## config.mk

```make
export PLATFORM = sky130hd
export DESIGN_NAME = kbd_event_queue
export DESIGN_NICKNAME = d
export VERILOG_FILES = /design/src/rtl/kbd_event_queue.sv
export SDC_FILE = /design/constraint.sdc
export NUM_CORES = 1
export LEC_CHECK = 0
export CAP_MARGIN = 15
export CORE_MARGIN = 2
export CORE_UTILIZATION = 53
export CTS_BUF_LIST = sky130_fd_sc_hd__clkbuf_16
export DETAILED_ROUTE_END_ITERATION = 6
export GPL_TIMING_DRIVEN = 0
export PLACE_DENSITY_LB_ADDON = 0.3
export SYNTH_ARGS = -nofsm -noshare
export SYNTH_HDL_FRONTEND = slang
export SYNTH_SLANG_ARGS = --single-unit
```

## constraint.sdc

```tcl
create_clock -name clk -period 2.7 [get_ports clk]
set_clock_uncertainty 0.05 [all_clocks]
set_input_delay 0.675 -clock clk [delete_from_list [all_inputs] [get_ports clk]]
set_output_delay 0.675 -clock clk [all_outputs]
set_load 0.01 [all_outputs]
```

## src/rtl/kbd_event_queue.sv

```systemverilog
// kbd_event_queue
//   Turns changes on the PS/2 assembler's key_code output into compact
//   make/break event words and queues them in a show-ahead FIFO that the CPU
//   drains one word per read.
//
//   Pipeline: capture (edge N) -> decode (edge N+1) -> FIFO write (edge N+2).
//
// Ports
//   clk       in   system clock, all state on posedge
//   clrn      in   asynchronous active-low reset
//   en        in   capture enable
//   key_code  in   32-bit assembler output (make/break/extended encodings)
//   rd_en     in   pop strobe, one pulse per CPU read
//   clr_ovf   in   clears the sticky overflow flag
//   rd_data   out  head event word, 0 when empty
//   empty     out  FIFO holds no events
//   count     out  number of stored events, 0..DEPTH
//   overflow  out  sticky, set when an event was dropped on a full FIFO
module kbd_event_queue #(
  parameter int DEPTH = 16
) (
  input  logic                     clk,
  input  logic                     clrn,
  input  logic                     en,
  input  logic [31:0]              key_code,
  input  logic                     rd_en,
  input  logic                     clr_ovf,
  output logic [31:0]              rd_data,
  output logic                     empty,
  output logic [$clog2(DEPTH):0]   count,
  output logic                     overflow
);

  localparam int AW = $clog2(DEPTH);
  localparam int CW = AW + 1;
  localparam logic [AW-1:0] PTR_ONE = AW'(1);
  localparam logic [CW-1:0] CNT_ONE = CW'(1);
  localparam logic [CW-1:0] CNT_FULL = CW'(DEPTH);

  // ---------------- stage 1: capture ----------------
  logic [31:0] prev_q;
  logic        cap_vld_q;
  logic [23:0] cap_code_q;
  logic        code_valid_s;
  logic        event_s;

  // Classify the incoming code and decide whether it is a new event.
  always_comb begin
    code_valid_s = (key_code[31:8] == 24'h000000) ||
                   (key_code[31:8] == 24'h0000E0) ||
                   (key_code[31:8] == 24'h0000F0) ||
                   (key_code[31:8] == 24'h00E0F0);
    event_s = en && (key_code != prev_q) && (key_code != 32'h0000_0000) &&
              code_valid_s && (key_code[7:0] != 8'h00);
  end

  // Capture register; prev tracks key_code every cycle regardless of en.
  always_ff @(posedge clk or negedge clrn) begin
    if (!clrn) begin
      prev_q     <= 32'h0000_0000;
      cap_vld_q  <= 1'b0;
      cap_code_q <= 24'h000000;
    end else begin
      prev_q     <= key_code;
      cap_vld_q  <= event_s;
      cap_code_q <= key_code[23:0];
    end
  end

  // ---------------- stage 2: decode ----------------
  logic        shift_l_q, shift_r_q, ctrl_q, alt_q;
  logic        shift_l_d, shift_r_d, ctrl_d, alt_d;
  logic        brk_s, ext_s;
  logic [7:0]  scan_s;
  logic        dec_vld_q;
  logic [15:0] dec_word_q, dec_word_d;

  // Decode the captured code and apply it to the modifier state; the word
  // reports modifiers as they stand after this event.
  always_comb begin
    brk_s  = (cap_code_q[15:8] == 8'hF0);
    ext_s  = (cap_code_q[15:8] == 8'hE0) || (cap_code_q[23:16] == 8'hE0);
    scan_s = cap_code_q[7:0];
    shift_l_d = shift_l_q;
    shift_r_d = shift_r_q;
    ctrl_d    = ctrl_q;
    alt_d     = alt_q;
    if (cap_vld_q) begin
      if ((scan_s == 8'h12) && !ext_s) begin
        shift_l_d = !brk_s;
      end else if ((scan_s == 8'h59) && !ext_s) begin
        shift_r_d = !brk_s;
      end else if (scan_s == 8'h14) begin
        ctrl_d = !brk_s;
      end else if (scan_s == 8'h11) begin
        alt_d = !brk_s;
      end else begin
        shift_l_d = shift_l_q;
      end
    end else begin
      shift_l_d = shift_l_q;
    end
    dec_word_d = {brk_s, ext_s, 3'b000, (shift_l_d | shift_r_d), ctrl_d, alt_d, scan_s};
  end

  // Decode register and modifier state.
  always_ff @(posedge clk or negedge clrn) begin
    if (!clrn) begin
      dec_vld_q  <= 1'b0;
      dec_word_q <= 16'h0000;
      shift_l_q  <= 1'b0;
      shift_r_q  <= 1'b0;
      ctrl_q     <= 1'b0;
      alt_q      <= 1'b0;
    end else begin
      dec_vld_q  <= cap_vld_q;
      dec_word_q <= dec_word_d;
      shift_l_q  <= shift_l_d;
      shift_r_q  <= shift_r_d;
      ctrl_q     <= ctrl_d;
      alt_q      <= alt_d;
    end
  end

  // ---------------- FIFO ----------------
  logic [15:0]   mem_q [DEPTH];
  logic [AW-1:0] rd_ptr_q, rd_ptr_d, wr_ptr_q, wr_ptr_d;
  logic [CW-1:0] count_q, count_d;
  logic          overflow_q, overflow_d;
  logic          pop_s, push_ok_s, drop_s;

  // FIFO control: a full FIFO still accepts a push when a pop frees a slot
  // in the same cycle; a pop on an empty FIFO is ignored.
  always_comb begin
    pop_s     = rd_en && (count_q != {CW{1'b0}});
    push_ok_s = dec_vld_q && ((count_q != CNT_FULL) || pop_s);
    drop_s    = dec_vld_q && !push_ok_s;
    rd_ptr_d  = pop_s     ? (rd_ptr_q + PTR_ONE) : rd_ptr_q;
    wr_ptr_d  = push_ok_s ? (wr_ptr_q + PTR_ONE) : wr_ptr_q;
    if (push_ok_s && !pop_s) begin
      count_d = count_q + CNT_ONE;
    end else if (!push_ok_s && pop_s) begin
      count_d = count_q - CNT_ONE;
    end else begin
      count_d = count_q;
    end
    if (drop_s) begin
      overflow_d = 1'b1;
    end else if (clr_ovf) begin
      overflow_d = 1'b0;
    end else begin
      overflow_d = overflow_q;
    end
  end

  // FIFO pointers, occupancy and sticky overflow.
  always_ff @(posedge clk or negedge clrn) begin
    if (!clrn) begin
      rd_ptr_q   <= {AW{1'b0}};
      wr_ptr_q   <= {AW{1'b0}};
      count_q    <= {CW{1'b0}};
      overflow_q <= 1'b0;
    end else begin
      rd_ptr_q   <= rd_ptr_d;
      wr_ptr_q   <= wr_ptr_d;
      count_q    <= count_d;
      overflow_q <= overflow_d;
    end
  end

  // Storage array; contents are masked by count so it needs no reset.
  always_ff @(posedge clk) begin
    if (push_ok_s) begin
      mem_q[wr_ptr_q] <= dec_word_q;
    end
  end

  // Outputs are straight decodes of registered state.
  always_comb begin
    empty    = (count_q == {CW{1'b0}});
    count    = count_q;
    overflow = overflow_q;
    if (count_q != {CW{1'b0}}) begin
      rd_data = {16'h0000, mem_q[rd_ptr_q]};
    end else begin
      rd_data = 32'h0000_0000;
    end
  end

endmodule

```

==> results of run 1 <==
-- cell usage in the layout (no fill, tap or decap), types with 4 or more instances in the layout --
| master | netlist | layout |
|---|---|---|
| buf_4 | 19 | 41 |
| clkbuf_16 | 0 | 30 |
| mux4_2 | 52 | 52 |
| ha_1 | 9 | 7 |
| o22ai_2 | 0 | 7 |
| inv_1 | 7 | 7 |
| buf_6 | 5 | 21 |
| bufinv_16 | 0 | 6 |
| nand2_1 | 12 | 10 |
| mux2i_4 | 0 | 7 |
| clkinvlp_4 | 0 | 4 |
| clkdlybuf4s50_1 | 0 | 41 |
| nor4_1 | 15 | 15 |
| nand4_1 | 4 | 4 |
| dfrtp_1 | 63 | 60 |
| o22ai_1 | 14 | 6 |
| buf_12 | 0 | 11 |
| xnor2_1 | 9 | 9 |
| mux2i_1 | 27 | 8 |
| nor2_2 | 0 | 12 |
| mux2i_2 | 0 | 12 |
| nor2_1 | 16 | 4 |
| clkinv_1 | 0 | 10 |
| conb_1 | 1 | 19 |
| edfxtp_1 | 208 | 208 |
| xor2_1 | 33 | 33 |
| buf_2 | 7 | 13 |
| o21ai_0 | 4 | 4 |
-- worst register-to-register path: stages, from the launching register on --
cell and delay, ps:
dfrtp_2 420, nor4_4 350, nand2b_4 110, buf_4 180
nand2_4 80, ha_4 160, inv_4 60, fa_2 350
a21o_1 170, a21oi_2 130, mux2i_1 250, xnor2_1 140
-- report_power, final --
group | internal, mW | leakage (nW) | switching [mW] | total (mW)
clock network | 2.52 | 0.475 | 1.59 | 4.12
registers | 4.58 | 2.72 | 0.200 | 4.78
logic | 2.06 | 1.73 | 1.73 | 3.79
total | 9.16 | 4.92 | 3.52 | 12.7
-- kinds of logic (layout without fill, tap and decap cells) --
family	Yosys count	in the layout	share of synthesized area (%)
XOR/XNOR	42	42	3.398
AND/OR/NAND/NOR	78	78	4.404
flip-flops	271	271	72.26
other	1	19	0.03464
AO/OA/AOI/OAI	32	32	2.127
adder cells (fa/ha/maj)	10	10	1.225
multiplexers	84	84	13.83
buffers and inverters	47	200	2.716
-- metrics by stage --
step / instances / area (sq um)
finish: 1006 / 13680
global route: 1006 / 13680
CTS: 1001 / 13530
detailed placement: 926 / 12010
global placement: 909 / 11790
floorplan: 583 / 10890
-- timing repair --
action	CTS	global route
setup buffers	20	8
setup endpoints to repair	45	70
cloned	4	0
gates resized for setup	121	41
pin swaps	8	12
-- state kept, by name, indices dropped and copies added (netlist names) --
signal	flops
mem_q	208
dec_word_q	13
shift_r_q	1
count	5
prev_q	9
overflow	1
shift_l_q	1
cap_code_q	23
cap_vld_q	1
wr_ptr_q	4
rd_ptr_q	4
dec_vld_q	1
-- worst max-delay path by stage --
stage | to | slack [ps] | cells after the start
after global placement | mem_q[3][6]$_DFFE_PP_ | -1400 | 5
final | rd_data[0] | -420 | 7
after detailed placement | count[4]$_DFFE_PN0P_ | -740 | 10
after global routing | rd_data[0] | -470 | 7
after floorplan | mem_q[3][0]$_DFFE_PP_ | 50 | 4
after CTS | rd_data[3] | -420 | 7
-- layer usage --
layer / track usage, % / up-vias / wire length, um
met1: 31.35 / 3017 / 9503
met4: 8.317 / 0 / 674
met5: 0 / - / 0
met2: 38.66 / 270 / 12610
met3: 3.323 / 50 / 1493
li1: - / 2515 / -
-- area by class of cell --
cell class	count	area, sq um	share of cell area, %
sequential	271	7826	57.21
timing repair buffer	102	1025	7.490
clock inverter	23	272.8	1.994
buffer	38	367.9	2.689
clock buffer	29	725.7	5.305
multi-input combinational	265	3093	22.61
inverter	8	32.53	0.2378
tap	270	337.8	2.469
==> flow_summary.toml, run 1 <==
[hold_path]
hold_path_class = "input port to asynchronous set/reset pin"

[floorplan]
die-area_sq_um = 21580
coreArea_sq_um = 20170
fp-row-count = 52
die_x_um = 146.9
start_util_pct = 53.67
ios = 76
die_y_um = 146.9

[cells_and_area]
n_fill_cell = 1245
nets = 761
post-route-util_pct = 67.83
syn_to_final_growth_pct = 26.38
antenna-diode-count = 0
drive_above_1_share_pct = 34.92

[setup_path]
end_kind = "output pin"
r2r-start = "count[1]$_DFFE_PN0P_"
crit_path_top_delay_cell = "mux4_2"
worstRegToRegCells = 11
crit_type = "register to output pin"
cp.buffers_inverters = 4
critPathTopFamily = "multiplexers"
cp-startpoint = "rd_ptr_q[0]$_DFFE_PN0P_"
crit_path_max_fanout = 5
startpoint_type = "register"
r2r_slack_ps = 160
cp_slowest_stage_delay_ps = 530
crit-reg2reg-capture = "count[4]$_DFFE_PN0P_"
cp.arrival_ps = 2400
cp.required_ps = 1980
crit_chain = "clkbuf_16, buf_12, buf_6, mux4_2, mux2i_4, o22ai_2, buf_2"

[clocking]
ctsHoldBuffers = 0
root_buffer = "clkbuf_16"
clock-sinks = 271
clk_latency_ps = 540
cts_tree = "built"
cts_inserted_buffers = 28
clkTransAtPathRegs_ps = 60
cts.htree.levels = 1
clockBufferDepth = 3

[sta]
fin_tns_setup_ps = -4632
fin_ws_ps = -424.0
period_needed_ps = 3124
setup-violations-final = 13
rsz0062_at_grt = "true"
worst_pin_slew_ps = 640.4
max_freq_mhz = 320.1
fin_hold_ws_ps = 92.98
slew_violations = 0
post-route-period-util_pct = 115.7
finalHoldViolCount = 0
relSlewSlack_pct = 57.30

[synth]
synth-edff-count = 208
synthesis.area_sq_um = 10830
async_reset_ff_share_pct = 23.25
synth_seq_cells = 271
post-synth-top-count-cell = "edfxtp_1"
synth_cell_type_count = 55
syn_inst = 565
yosys.area.top_type = "edfxtp_1"
synth_flop_cell = "edfxtp_1"
yosys-top-cells-area = "edfxtp_1 (58%), dfrtp_1 (15%), mux4_2 (11%)"
ys_seq_area_share_pct = 72.26
syn_area_per_cell_sq_um = 19.16
ys_warn_count = 0
yosysTopAreaCellShare_pct = 57.70
yosys-top-cells-count = "edfxtp_1 (208), dfrtp_1 (63), mux4_2 (52)"

[global_route]
grt_start_max_net_pins = 39
grt_pass1_vias = 6059
grt_pass1_wl_mm = 36.83
grt-ovfl-total = 0
antenna_found_initial = 0
track_usage_pct = 23.03

[route]
drc_errors = 0
final_antenna_net_count = 0
viasPerCell = 5.817
firstDrtPassIters = 6
routedWlPerCell_um = 24.14
via_count = 5852
drt_iter0_markers = 530
wirelength_mm = 24.28

[placement]
place_congestion = 0.8236
place_ws_ps = -735.2
port_buffers = 56
dp_hpwl_mm = 15.06

[pwr]
p_total_mw = 12.68
leakagePower_nw = 4.920
ir_worst_vdd_mv = 0.6268
power_density_nw_per_um2 = 927.2

[status]
status = "complete, but fails checks"
violations = "setup timing"

[run]
max_cap_viol_count = 0
No activity file was read; power rests on OpenSTA's default activity.
==> run 2, diff against run 1 <==
--- a/config.mk
+++ b/config.mk
@@ -6,12 +6,14 @@
 export NUM_CORES = 1
 export LEC_CHECK = 0
 export CAP_MARGIN = 15
+export CORE_ASPECT_RATIO = 0.9
 export CORE_MARGIN = 2
 export CORE_UTILIZATION = 53
 export CTS_BUF_LIST = sky130_fd_sc_hd__clkbuf_16
 export DETAILED_ROUTE_END_ITERATION = 6
 export GPL_TIMING_DRIVEN = 0
 export PLACE_DENSITY_LB_ADDON = 0.3
+export RECOVER_POWER = 50
 export SYNTH_ARGS = -nofsm -noshare
 export SYNTH_HDL_FRONTEND = slang
 export SYNTH_SLANG_ARGS = --single-unit
==> flow_summary.toml, run 2 (synthesis results as in run 1) <==
[status]
status = "complete, but fails checks"
violations = "capacitance limit, slew limit, setup timing"

[setup_path]
crit_type = "register to output pin"
cp.buffers_inverters = 4
end_kind = "output pin"
startpoint_type = "register"
crit_top_cell = "buf_12"
cp.arrival_ps = 2340
cp.required_ps = 1980
critPathTopFamily = "multiplexers"
crit_chain = "buf_12, buf_12, buf_16, mux4_2, mux2i_2, o22ai_2, buf_2"
crit_path_max_fanout = 6
crit_path_top_delay_cell = "mux4_2"
cp_slowest_stage_delay_ps = 500

[pwr]
clockPowerShare_pct = 32.0
cellInternalPower_mw = 8.876
comb_power_share_pct = 29.1
p_switching_mw = 3.396
power_frac_seq_pct = 38.9
power_density_nw_per_um2 = 912.1
leakagePower_nw = 4.961
p_total_mw = 12.27
ir_worst_vdd_mv = 0.6963
switching_share_pct = 27.67

[route]
via_count = 5818
wirelength_mm = 22.83
final_antenna_net_count = 0
drt_iter0_markers = 592
routedWlPerCell_um = 23.01
viasPerCell = 5.865
drc_errors = 0
firstDrtPassIters = 5

[sta]
fin_tns_setup_ps = -3981
period_needed_ps = 3066
finalHoldViolCount = 0
post-route-period-util_pct = 113.6
max_freq_mhz = 326.1
slew_violations = 33
rsz0062_at_grt = "true"
fin_ws_ps = -366.1
setup-violations-final = 14
worst_pin_slew_ps = 1641
relSlewSlack_pct = -9.400

[global_route]
antenna_found_initial = 0
track_usage_pct = 21.92
grt_pass1_vias = 6054
grt_start_max_net_pins = 33
grt-ovfl-total = 0
grt_pass1_wl_mm = 35.39

[cells_and_area]
largest-register = "mem_q"
layout_common_cells = "edfxtp_1 (208), dfrtp_1 (58), buf_4 (53)"
layout_commonest_cell = "edfxtp_1"
post-route-util_pct = 67.32
stdcell_area_sq_um = 13450
antenna-diode-count = 0
largest_register_ffs = 208
seq_area_sq_um = 7829
n_fill_cell = 1288
multi_input_area_sq_um = 2942
nets = 764
syn_to_final_growth_pct = 24.28
drive_above_1_share_pct = 33.11
largestRegisters = "mem_q (208), cap_code_q (23), dec_word_q (13)"

[floorplan]
ios = 76
die_y_um = 139.6
fp-row-count = 49
coreArea_sq_um = 19990
die_x_um = 154.6
die-area_sq_um = 21590
start_util_pct = 54.16

[placement]
place_ws_ps = -766.4
place_area_sq_um = 11960
port_buffers = 56
place_congestion = 0.8052
dp_hpwl_mm = 14.59

[clocking]
clockBufferDepth = 3
clkTransAtPathRegs_ps = 60
cts_inserted_buffers = 26
cts_tree = "built"
clock-sinks = 271
ctsHoldBuffers = 0
cts.htree.levels = 1
root_buffer = "clkbuf_16"
clk_latency_ps = 530

[hold_path]
hold_path_class = "register to register"

[run]
max_cap_viol_count = 1
## run 2: cell types whose count changed in the layout (fill, tap and decap cells not counted), moves of 4 or more
cell	delta
buf_4	+12
buf_6	-10
clkdlybuf4s50_1	-33
clkinv_1	-9
clkinv_4	+4
dlygate4sd3_1	+32
mux2i_1	+8
mux2i_2	-5
nor2_1	+12
nor2_2	-12
## run 2: cell type report
cell class                 count  area share [%]
buffer                        38           2.660
clock buffer                  27           5.022
clock inverter                21           1.916
inverter                       8          0.2604
multi-input combinational    265           21.86
sequential                   271           58.19
tap                          255           2.371
timing repair buffer         107           7.719
## run 2: worst paths after layout
check | startpoint | to | slack, ps | cells past startpoint
worst min register to register | cap_vld_q$_DFF_PN0_ | dec_vld_q$_DFF_PN0_ | 350 | 0
worst min-delay path | cap_vld_q$_DFF_PN0_ | dec_vld_q$_DFF_PN0_ | 350 | 0
max in group asynchronous | clrn | rd_ptr_q[0]$_DFFE_PN0P_ | 510 | 2
worst max register to register | count[0]$_DFFE_PN0P_ | count[4]$_DFFE_PN0P_ | -40 | 12
min in group asynchronous | clrn | prev_q[29]$_DFF_PN0_ | 510 | 1
worst max-delay path | rd_ptr_q[0]$_DFFE_PN0P_ | rd_data[3] | -370 | 7
## run 2: per-stage QoR
step,hold WS [ps],instances
floorplan,303.5,583
global placement,324.9,894
detailed placement,333.0,911
CTS,164.5,984
global route,367.5,992
finish,347.4,992
## run 2: power by group through the flow
stage               combinational [mW]  clock [mW]  sequential (mW)
floorplan                         1.80           0             4.78
global placement                  2.70           0             4.79
detailed placement                2.75           0             4.80
CTS                               3.54        3.96             4.78
global route                      3.77        4.14             4.78
finish                            3.57        3.93             4.77
## run 2: routing by layer
layer | GRT usage (%) | vias up | routed length (um)
met3 | 4.547 | 36 | 1515
met2 | 34.99 | 228 | 11190
li1 | - | 2523 | -
met5 | 0 | - | 0
met1 | 31.65 | 3031 | 9704
met4 | 5.361 | 0 | 416
## run 2: timing repair
| item | in CTS | in global routing |
|---|---|---|
| gates resized for setup | 118 | 19 |
| gates cloned | 5 | 0 |
| buffers inserted | 21 | 12 |
| pin swaps | 11 | 10 |
| setup endpoints to repair | 26 | 42 |
==> run 3, diff against run 2 <==
--- a/config.mk
+++ b/config.mk
@@ -12,8 +12,10 @@
 export CTS_BUF_LIST = sky130_fd_sc_hd__clkbuf_16
 export DETAILED_ROUTE_END_ITERATION = 6
 export GPL_TIMING_DRIVEN = 0
+export HOLD_SLACK_MARGIN = 0.1
 export PLACE_DENSITY_LB_ADDON = 0.3
 export RECOVER_POWER = 50
+export REMOVE_ABC_BUFFERS = 1
 export SYNTH_ARGS = -nofsm -noshare
 export SYNTH_HDL_FRONTEND = slang
 export SYNTH_SLANG_ARGS = --single-unit
==> flow_summary.toml, run 3 (synthesis results as in run 1) <==
[route]
firstDrtPassIters = 5
routedWlPerCell_um = 24.04
wirelength_mm = 23.01
drc_errors = 0
viasPerCell = 5.891
final_antenna_net_count = 0
drt_iter0_markers = 414
via_count = 5638

[sta]
fin_hold_ws_ps = 335.4
rsz0062_at_grt = "true"
post-route-period-util_pct = 112.4
finalHoldViolCount = 0
slew_violations = 0
setup-violations-final = 13
fin_ws_ps = -335.6
relSlewSlack_pct = 8.261
period_needed_ps = 3036
max_freq_mhz = 329.4
worst_pin_slew_ps = 1376

[setup_path]
cp.arrival_ps = 2310
worstRegToRegCells = 7
crit_type = "register to output pin"
startpoint_type = "register"
cp.required_ps = 1980
end_kind = "output pin"
crit_path_max_fanout = 6

[status]
status = "complete, but fails checks"
violations = "setup timing"

[floorplan]
start_util_pct = 54.16
coreArea_sq_um = 19990
die_y_um = 139.6
fp-row-count = 49
die_x_um = 154.6
ios = 76
die-area_sq_um = 21590

[clocking]
clk_latency_ps = 520
clockBufferDepth = 3
clkTransAtPathRegs_ps = 60
cts_tree = "built"
clock-sinks = 271
cts.htree.levels = 1
root_buffer = "clkbuf_16"
cts_inserted_buffers = 26

[cells_and_area]
antenna-diode-count = 0
seq_area_sq_um = 7834
nets = 729
largest-register = "mem_q"
largestRegisters = "mem_q (208), cap_code_q (23), dec_word_q (13)"
post-route-util_pct = 65.76
layout_common_cells = "edfxtp_1 (208), dfrtp_1 (58), mux4_2 (52)"
layout_commonest_cell = "edfxtp_1"
syn_to_final_growth_pct = 21.42
multi_input_area_sq_um = 2904
largest_register_ffs = 208
drive_above_1_share_pct = 28.49
n_fill_cell = 1331

[global_route]
grt-ovfl-total = 0
grt_pass1_vias = 5892
grt_start_max_net_pins = 41
antenna_found_initial = 0
grt_pass1_wl_mm = 34.69
track_usage_pct = 21.68

[pwr]
comb_power_share_pct = 29.3
switching_share_pct = 27.47
p_total_mw = 11.53
ir_worst_vdd_mv = 0.5182
cellInternalPower_mw = 8.366
power_frac_seq_pct = 41.7
p_switching_mw = 3.168
leakagePower_nw = 4.759
clockPowerShare_pct = 29.0
power_density_nw_per_um2 = 877.6

[hold_path]
whs_path_depth = 0
hold_path_class = "register to register"

[placement]
port_buffers = 56
place_congestion = 0.8560
dp_hpwl_mm = 13.82

[run]
max_cap_viol_count = 0
## run 3: cell count changes in the layout (fill, tap and decap cells not counted), moves of 5 or more
cell       delta
buf_4        -41
buf_8         +7
bufinv_16     -5
clkinv_1      +7
mux2i_1      +10
mux2i_2       -6
nor2_1       -11
nor2_2       +10
## run 3: cell type report
type	instances	share of cell area, %
Clock buffer	28	5.331
Clock inverter	20	0.6759
Inverter	8	0.2285
Multi-Input combinational cell	265	22.09
Sequential cell	271	59.60
Tap cell	255	2.427
Timing Repair Buffer	110	9.643
## run 3: power by group through the flow
stage	sequential [mW]	clock (mW)	combinational, mW
2_1_floorplan	5.14	0	1.33
3_3_place_gp	5.33	0	2.04
3_5_place_dp	5.05	0	2.41
4_1_cts	4.80	3.41	3.41
5_1_grt	4.82	3.57	3.59
6_report	4.81	3.34	3.39
## run 3: final timing paths
kind                                         start  slack [ps]                      end
setup / recovery           rd_ptr_q[0]$_DFFE_PN0P_        -340               rd_data[8]
hold / removal                 cap_vld_q$_DFF_PN0_         340      dec_vld_q$_DFF_PN0_
setup reg to reg              count[0]$_DFFE_PN0P_          80    mem_q[5][0]$_DFFE_PP_
hold reg to reg                cap_vld_q$_DFF_PN0_         340      dec_vld_q$_DFF_PN0_
max in group asynchronous                     clrn         790  rd_ptr_q[0]$_DFFE_PN0P_
min in group asynchronous                     clrn         940      shift_r_q$_DFF_PN0_
## run 3: layer usage
layer	vias to the layer above	routed length, um	track usage, %
met5	-	0	0
met4	0	608	6.676
met3	45	1647	3.737
met2	267	11640	36.91
met1	2871	9116	28.97
li1	2455	-	-
## run 3: per-stage QoR
stage          setup TNS (ps)  instance area (sq um)  std cells  worst slack (ps)
2_1_floorplan          -15330                  10630        544             -1120
3_3_place_gp          -324730                  11510        855             -2602
3_5_place_dp           -81710                  11830        873            -684.1
4_1_cts                 -3777                  13120        955            -334.6
5_1_grt                 -4625                  13140        957            -426.7
6_report                -3601                  13140        957            -335.6
## run 3: repair_timing
action / in CTS / in global routing
endpoints found under the hold margin: 23 / 0
resized for setup: 82 / 7
pin swaps: 13 / 3
cloned: 3 / 0
hold buffers: 1 / 0
setup buffers: 30 / 3
endpoints found under the setup margin: 50 / 42
## run 3: worst max-delay path: stages, from the launching register on
cell and delay (ps):
dfrtp_4 520, buf_8 150, buf_12 140, buf_6 110, mux4_2 420, mux2i_1 180, o22ai_1 110, buf_2 150
